--- config.mk ---
export PLATFORM = sky130hd
export DESIGN_NAME = set_scan_ctrl
export DESIGN_NICKNAME = d
export VERILOG_FILES = /design/src/rtl/set_scan_ctrl_pkg.sv /design/src/rtl/set_scan_ctrl_hit_pipe.sv /design/src/rtl/set_scan_ctrl.sv
export SDC_FILE = /design/constraint.sdc
export NUM_CORES = 1
export LEC_CHECK = 0
export BUFFER_PORTS_ARGS = -buffer_cell sky130_fd_sc_hd__buf_2
export CORE_MARGIN = 2
export CORE_UTILIZATION = 56
export CTS_BUF_LIST = sky130_fd_sc_hd__clkbuf_4 sky130_fd_sc_hd__clkbuf_8 sky130_fd_sc_hd__clkbuf_16
export DETAILED_ROUTE_END_ITERATION = 8
export GPL_TIMING_DRIVEN = 0
export HOLD_SLACK_MARGIN = 0.02
export PLACE_DENSITY = 0.87
export SLEW_MARGIN = 10
export SYNTH_ARGS = -nofsm -noshare
export SYNTH_HDL_FRONTEND = slang
export SYNTH_HIERARCHICAL = 1
export SYNTH_SLANG_ARGS = --single-unit
--- constraint.sdc ---
create_clock -name clk_i -period 2.3 [get_ports clk_i]
set_input_delay 0.115 -clock clk_i [delete_from_list [all_inputs] [get_ports clk_i]]
set_output_delay 0.115 -clock clk_i [all_outputs]
set_load 0.005 [all_outputs]
--- src/rtl/set_scan_ctrl_pkg.sv ---
// ----------------------------------------------------------------------------
// set_scan_ctrl_pkg
// Shared definitions for the SET grid-scan sequencer:
//   - default grid dimensions (GRID_W_DEF x GRID_H_DEF)
//   - COORD_SZ: width of one coordinate field (x or y) at the coord_gen port
//   - state_t : 3-bit FSM encoding used by set_scan_ctrl
//   - max_int : elaboration-time helper for sizing shared counters
// ----------------------------------------------------------------------------
package set_scan_ctrl_pkg;

    localparam int GRID_W_DEF = 8;
    localparam int GRID_H_DEF = 8;
    localparam int COORD_SZ   = 4;

    typedef enum logic [2:0] {
        S_IDLE  = 3'd0,
        S_LOAD  = 3'd1,
        S_SCAN  = 3'd2,
        S_DRAIN = 3'd3,
        S_DONE  = 3'd4
    } state_t;

    function automatic int max_int(input int a, input int b);
        return (a > b) ? a : b;
    endfunction

endpackage

--- src/rtl/set_scan_ctrl_hit_pipe.sv ---
// ----------------------------------------------------------------------------
// set_hit_pipe
// HIT_LAT-deep delay line for the coordinate-valid flag, plus the hit
// counter it gates. A hit is counted only when the flag emerging from the
// tail says the result on i_hit belongs to a coordinate of the scan.
// Ports:
//   i_clk    clock
//   i_rst_n  asynchronous active-low reset (clears pipe and count)
//   i_flush  synchronous abort: empties the pipe, count holds its value
//   i_start  synchronous count clear at scan acceptance
//   i_valid  coordinate-valid flag entering the pipe
//   i_hit    in-circle result aligned with the pipe tail
//   o_count  accumulated hit count (saturating)
// ----------------------------------------------------------------------------
module set_hit_pipe #(
    parameter int HIT_LAT = 2,
    parameter int CNT_W   = 7
) (
    input  logic             i_clk,
    input  logic             i_rst_n,
    input  logic             i_flush,
    input  logic             i_start,
    input  logic             i_valid,
    input  logic             i_hit,
    output logic [CNT_W-1:0] o_count
);

    logic             w_tail;
    logic [CNT_W-1:0] r_count;

    genvar gi;
    generate
        for (gi = 0; gi < HIT_LAT; gi++) begin : g_stage
            logic w_d;
            logic r_bit;

            if (gi == 0) begin : g_head
                assign w_d = i_valid;
            end else begin : g_link
                assign w_d = g_stage[gi-1].r_bit;
            end

            always_ff @(posedge i_clk or negedge i_rst_n) begin
                if (!i_rst_n) begin
                    r_bit <= 1'b0;
                end else if (i_flush) begin
                    r_bit <= 1'b0;
                end else begin
                    r_bit <= w_d;
                end
            end
        end
    endgenerate

    assign w_tail = g_stage[HIT_LAT-1].r_bit;

    // Flush wins over counting so a hit arriving in the abort cycle is dropped;
    // the partial count itself is kept for inspection.
    always_ff @(posedge i_clk or negedge i_rst_n) begin
        if (!i_rst_n) begin
            r_count <= '0;
        end else if (i_flush) begin
            r_count <= r_count;
        end else if (i_start) begin
            r_count <= '0;
        end else if (w_tail && i_hit && (r_count != {CNT_W{1'b1}})) begin
            r_count <= r_count + 1'b1;
        end
    end

    assign o_count = r_count;

endmodule

--- src/rtl/set_scan_ctrl.sv ---
// ----------------------------------------------------------------------------
// set_scan_ctrl
// Sequencer for the SET grid scan. Walks rows 1..GRID_H, issuing one
// coord_gen load per row followed by GRID_W valid coordinate cycles, waits
// HIT_LAT cycles for the last in-circle results, then pulses valid_o with
// the final hit count.
// Ports:
//   clk_i          clock
//   rst_i          asynchronous active-low reset
//   en_i           start request, honoured only in IDLE
//   clear_i        synchronous abort back to IDLE (no result)
//   hit_i          in-circle result, HIT_LAT cycles after its coordinate
//   coord_en_o     load pulse to coord_gen (x<=1, y<=start_row_o)
//   start_row_o    row to load, meaningful while coord_en_o=1
//   coord_valid_o  coordinate at coord_gen output belongs to the scan
//   busy_o         scan in progress
//   valid_o        one-cycle pulse, candidate_o is final
//   candidate_o    hit count, held until the next accepted en_i
// All outputs are registered decodes of the state, so each appears one
// cycle after the state that produces it.
// ----------------------------------------------------------------------------
module set_scan_ctrl
    import set_scan_ctrl_pkg::*;
#(
    parameter int GRID_W  = GRID_W_DEF,
    parameter int GRID_H  = GRID_H_DEF,
    parameter int HIT_LAT = 2,
    parameter int CNT_W   = 7
) (
    input  logic                clk_i,
    input  logic                rst_i,
    input  logic                en_i,
    input  logic                clear_i,
    input  logic                hit_i,
    output logic                coord_en_o,
    output logic [COORD_SZ-1:0] start_row_o,
    output logic                coord_valid_o,
    output logic                busy_o,
    output logic                valid_o,
    output logic [CNT_W-1:0]    candidate_o
);

    localparam int ROW_W = $clog2(GRID_H + 1);
    // The column counter doubles as the drain counter.
    localparam int COL_W = $clog2(max_int(GRID_W, HIT_LAT) + 1);

    localparam logic [ROW_W-1:0] ROW_LAST   = ROW_W'(GRID_H);
    localparam logic [COL_W-1:0] COL_LAST   = COL_W'(GRID_W);
    localparam logic [COL_W-1:0] DRAIN_LAST = COL_W'(HIT_LAT);

    state_t              r_state;
    logic [ROW_W-1:0]    r_row;
    logic [COL_W-1:0]    r_col;
    logic                r_coord_en;
    logic [COORD_SZ-1:0] r_start_row;
    logic                r_coord_valid;
    logic                r_busy;
    logic                r_valid;
    logic                w_start;

    assign w_start = (r_state == S_IDLE) && en_i && !clear_i;

    always_ff @(posedge clk_i or negedge rst_i) begin
        if (!rst_i) begin
            r_state       <= S_IDLE;
            r_row         <= '0;
            r_col         <= '0;
            r_coord_en    <= 1'b0;
            r_start_row   <= '0;
            r_coord_valid <= 1'b0;
            r_busy        <= 1'b0;
            r_valid       <= 1'b0;
        end else if (clear_i) begin
            // Abort drops everything at once, including outputs already
            // scheduled from the current state.
            r_state       <= S_IDLE;
            r_row         <= '0;
            r_col         <= '0;
            r_coord_en    <= 1'b0;
            r_start_row   <= '0;
            r_coord_valid <= 1'b0;
            r_busy        <= 1'b0;
            r_valid       <= 1'b0;
        end else begin
            r_coord_en    <= (r_state == S_LOAD);
            r_start_row   <= (r_state == S_LOAD) ? COORD_SZ'(r_row) : '0;
            r_coord_valid <= (r_state == S_SCAN);
            r_busy        <= (r_state != S_IDLE);
            r_valid       <= (r_state == S_DONE);

            case (r_state)
                S_IDLE: begin
                    if (en_i) begin
                        r_state <= S_LOAD;
                        r_row   <= ROW_W'(1);
                    end
                end
                S_LOAD: begin
                    r_col   <= COL_W'(1);
                    r_state <= S_SCAN;
                end
                S_SCAN: begin
                    if (r_col == COL_LAST) begin
                        if (r_row < ROW_LAST) begin
                            r_row   <= r_row + 1'b1;
                            r_state <= S_LOAD;
                        end else begin
                            r_col   <= COL_W'(1);
                            r_state <= S_DRAIN;
                        end
                    end else begin
                        r_col <= r_col + 1'b1;
                    end
                end
                S_DRAIN: begin
                    // After HIT_LAT cycles the last scan coordinate has
                    // reached the pipe tail, so the pipe is empty next cycle.
                    if (r_col == DRAIN_LAST) begin
                        r_col   <= '0;
                        r_state <= S_DONE;
                    end else begin
                        r_col <= r_col + 1'b1;
                    end
                end
                S_DONE: begin
                    r_row   <= '0;
                    r_state <= S_IDLE;
                end
                default: begin
                    r_row   <= '0;
                    r_col   <= '0;
                    r_state <= S_IDLE;
                end
            endcase
        end
    end

    set_hit_pipe #(
        .HIT_LAT (HIT_LAT),
        .CNT_W   (CNT_W)
    ) u_hit_pipe (
        .i_clk   (clk_i),
        .i_rst_n (rst_i),
        .i_flush (clear_i),
        .i_start (w_start),
        .i_valid (r_coord_valid),
        .i_hit   (hit_i),
        .o_count (candidate_o)
    );

    assign coord_en_o    = r_coord_en;
    assign start_row_o   = r_start_row;
    assign coord_valid_o = r_coord_valid;
    assign busy_o        = r_busy;
    assign valid_o       = r_valid;

endmodule

==> results.yml <==
power:
  power_mw: 1.05
  ir_drop_uv: 380
  leakage_nw: 0.816
  powerDensity_nw_per_um2: 612
job:
  cap_viol_max_count: 0
setup_path:
  worstPathCellList: "buf_2 -> nor2_1 -> nand2_1 -> nor3_1 -> clkbuf_2 -> inv_1 -> and4_2 -> a311o_1"
  worstPathRequired_ns: 2.52
  worstSetupPathType: "flip-flop to flip-flop"
  crit_path_end_kind: "flip-flop"
  crit_buf_inv: 3
  cp.arrival_ns: 2.21
  crit_fanout: 10
  cp_top_family: "buffers and inverters"
  slowest_stage: "dfrtp_1"
  max_stage_delay_ns: 0.47
  cp-start-kind: "flip-flop"
clock_network:
  numCtsBuffers: 3
  cts.sinks: 28
  cts_resized: 0
  cts_setup_buffers: 0
  cts-htree-levels: 1
  clockBufferDepth: 2
  holdBufCountCts: 1
  clkTransAtPathRegs_ns: 0.14
  cts_root_buf: "clkbuf_4"
  cts_tree: "built"
  insertion_delay_ns: 0.32
final_layout:
  area_growth_pct: 11.7
  diodes: 0
  layout_commonest_cell: "dfrtp_1"
  final.fill_count: 220
  fin_nets: 179
  drive_gt1_frac: 0.262
  final_cell_mix: "dfrtp_1, buf_2, nand2_1"
floorplan:
  die_width_um: 56.5
  num_rows: 19
  dieArea_um2: 3190
  die_h_um: 56.5
  ioPinCount: 20
  core_area_um2: 2690
  start_util: 0.574
logic_synthesis:
  synth_seq_area_share: 0.454
  ys_ff_latch: 28
  synth.net_count: 154
  synth_edf_count: 0
  synthCells: 144
  syn-cell-area_um2: 1540
  ys.flop_type: "dfrtp_1"
  yosys_warnings: 6
  yosys-top-cells-area: "dfrtp_1, ha_1, nor4b_4, a21oi_1, nand2_1"
  synthArstFlopShare: 1.00
  synth_largest_area_cell: "dfrtp_1"
  synth_cell_type_count: 51
  synth_top_area_frac: 0.454
  synth.avg_cell_area_um2: 10.7
sta:
  finalHoldViolations: 0
  rsz0062_at_grt: "false"
  tns_ns: 0
  fin_ws_ns: 0.319
  fmax_mhz: 505
  fin_hold_ws_ns: 0.0614
  skew_ns: 0.00225
  worst_pin_slew_ns: 0.614
  setup_viol: 0
  maxSlewHeadroom: 0.590
  period_share: 0.861
  final.min_clock_period_ns: 1.98
  slew_viol_final: 0
placed_design:
  hpwl_um: 2400
  portBuffers: 19
  place.gp.congestion: 0.883
  place_ws_ns: 0.355
routing:
  drc: 0
  postRouteAntennaNets: 0
  dr.pass1.iters: 5
  via_per_inst: 6.23
  wl_um: 3260
  vias: 1240
  drtIter0Drc: 71
  wl_per_cell_um: 16.4
grt:
  antenna_found_initial: 0
  grt_remaining_overflow: 0
  track_usage: 0.226
  grt_pass1_wl_um: 5630
  grt_pass1_vias: 1220
  grt_max_degree: 29
worst_hold_path:
  hp-class: "input pin to flip-flop"
status:
  status: "completed"
[worst register-to-register path: stages (launching register included)]
cell and delay, ns:
dfrtp_1 0.47, buf_2 0.23, nor2_1 0.12, nand2_1 0.06, nor3_1 0.14, clkbuf_2 0.23
inv_1 0.12, and4_2 0.20, a311o_1 0.32
[path summary, 6_finish.rpt]
path                       cells past startpoint  slack, ns                           to                         from
max                                            8       0.32        u_hit_pipe/o_count[1]                   r_state[0]
min                                            2       0.06  u_hit_pipe/g_stage[1].r_bit                      clear_i
max reg2reg                                    8       0.32        u_hit_pipe/o_count[1]                   r_state[0]
min reg2reg                                    1       0.48  u_hit_pipe/g_stage[1].r_bit  u_hit_pipe/g_stage[0].r_bit
max in group asynchronous                      2       1.59                   r_state[2]                        rst_i
min in group asynchronous                      2       0.32  u_hit_pipe/g_stage[1].r_bit                        rst_i
[area by class of cell]
class,count,area [µm²],share of cell area
Sequential cell,28,701,0.407
Buffer,5,46.3,0.0269
Clock buffer,4,36.3,0.0211
Inverter,8,30.0,0.0174
Timing Repair Buffer,20,105,0.0610
Multi-Input combinational cell,103,766,0.444
Tap cell,31,38.8,0.0225
[report_power, final]
part / total [mW] / switching, mW / internal, mW
logic: 0.219 / 0.116 / 0.103
registers: 0.598 / 0.0661 / 0.532
clock network: 0.237 / 0.140 / 0.0969
total: 1.05 / 0.323 / 0.732
[layer usage]
layer  vias to the layer above  global-route usage  share of wire
li1                        587                   -              -
met1                       596               0.292           0.42
met2                        45               0.379           0.52
met3                        12              0.0230          0.036
met4                         0               0.109          0.028
met5                         -                   0              0
[through the flow]
step | cell area, µm² | util | instances
finish | 1720 | 0.641 | 199
global route | 1720 | 0.641 | 199
CTS | 1720 | 0.641 | 199
detailed placement | 1680 | 0.624 | 194
global placement | 1680 | 0.624 | 194
floorplan | 1540 | - | 144
[cell usage after synthesis, drive strengths merged, types with 3 or more instances]
cell,instances
a21oi,9
and2,6
a31oi,3
a21boi,3
mux2i,3
nor3,3
and4,4
inv,8
nor2b,3
buf,4
o21ai,4
dfrtp,28
nand2,11
nand3,4
nor2,8
ha,5
a41oi,3
nor4b,4
[flip-flops by register name, indices dropped and copies added, names as in the netlist]
| register | flops |
|---|---|
| r_state | 3 |
| r_col | 4 |
| u_hit_pipe/g_stage.r_bit | 2 |
| busy_o | 1 |
| start_row_o | 4 |
| coord_valid_o | 1 |
| valid_o | 1 |
| r_row | 4 |
| u_hit_pipe/o_count | 7 |
| coord_en_o | 1 |
[cell families after synthesis]
kind of cell	after synthesis	synth area share
simple gates	57	0.248
compound gates	38	0.188
flops	28	0.454
buf+inv	13	0.0495
fa+ha+maj	5	0.0406
mux	3	0.0195
Power figures use the tool's default switching activity.
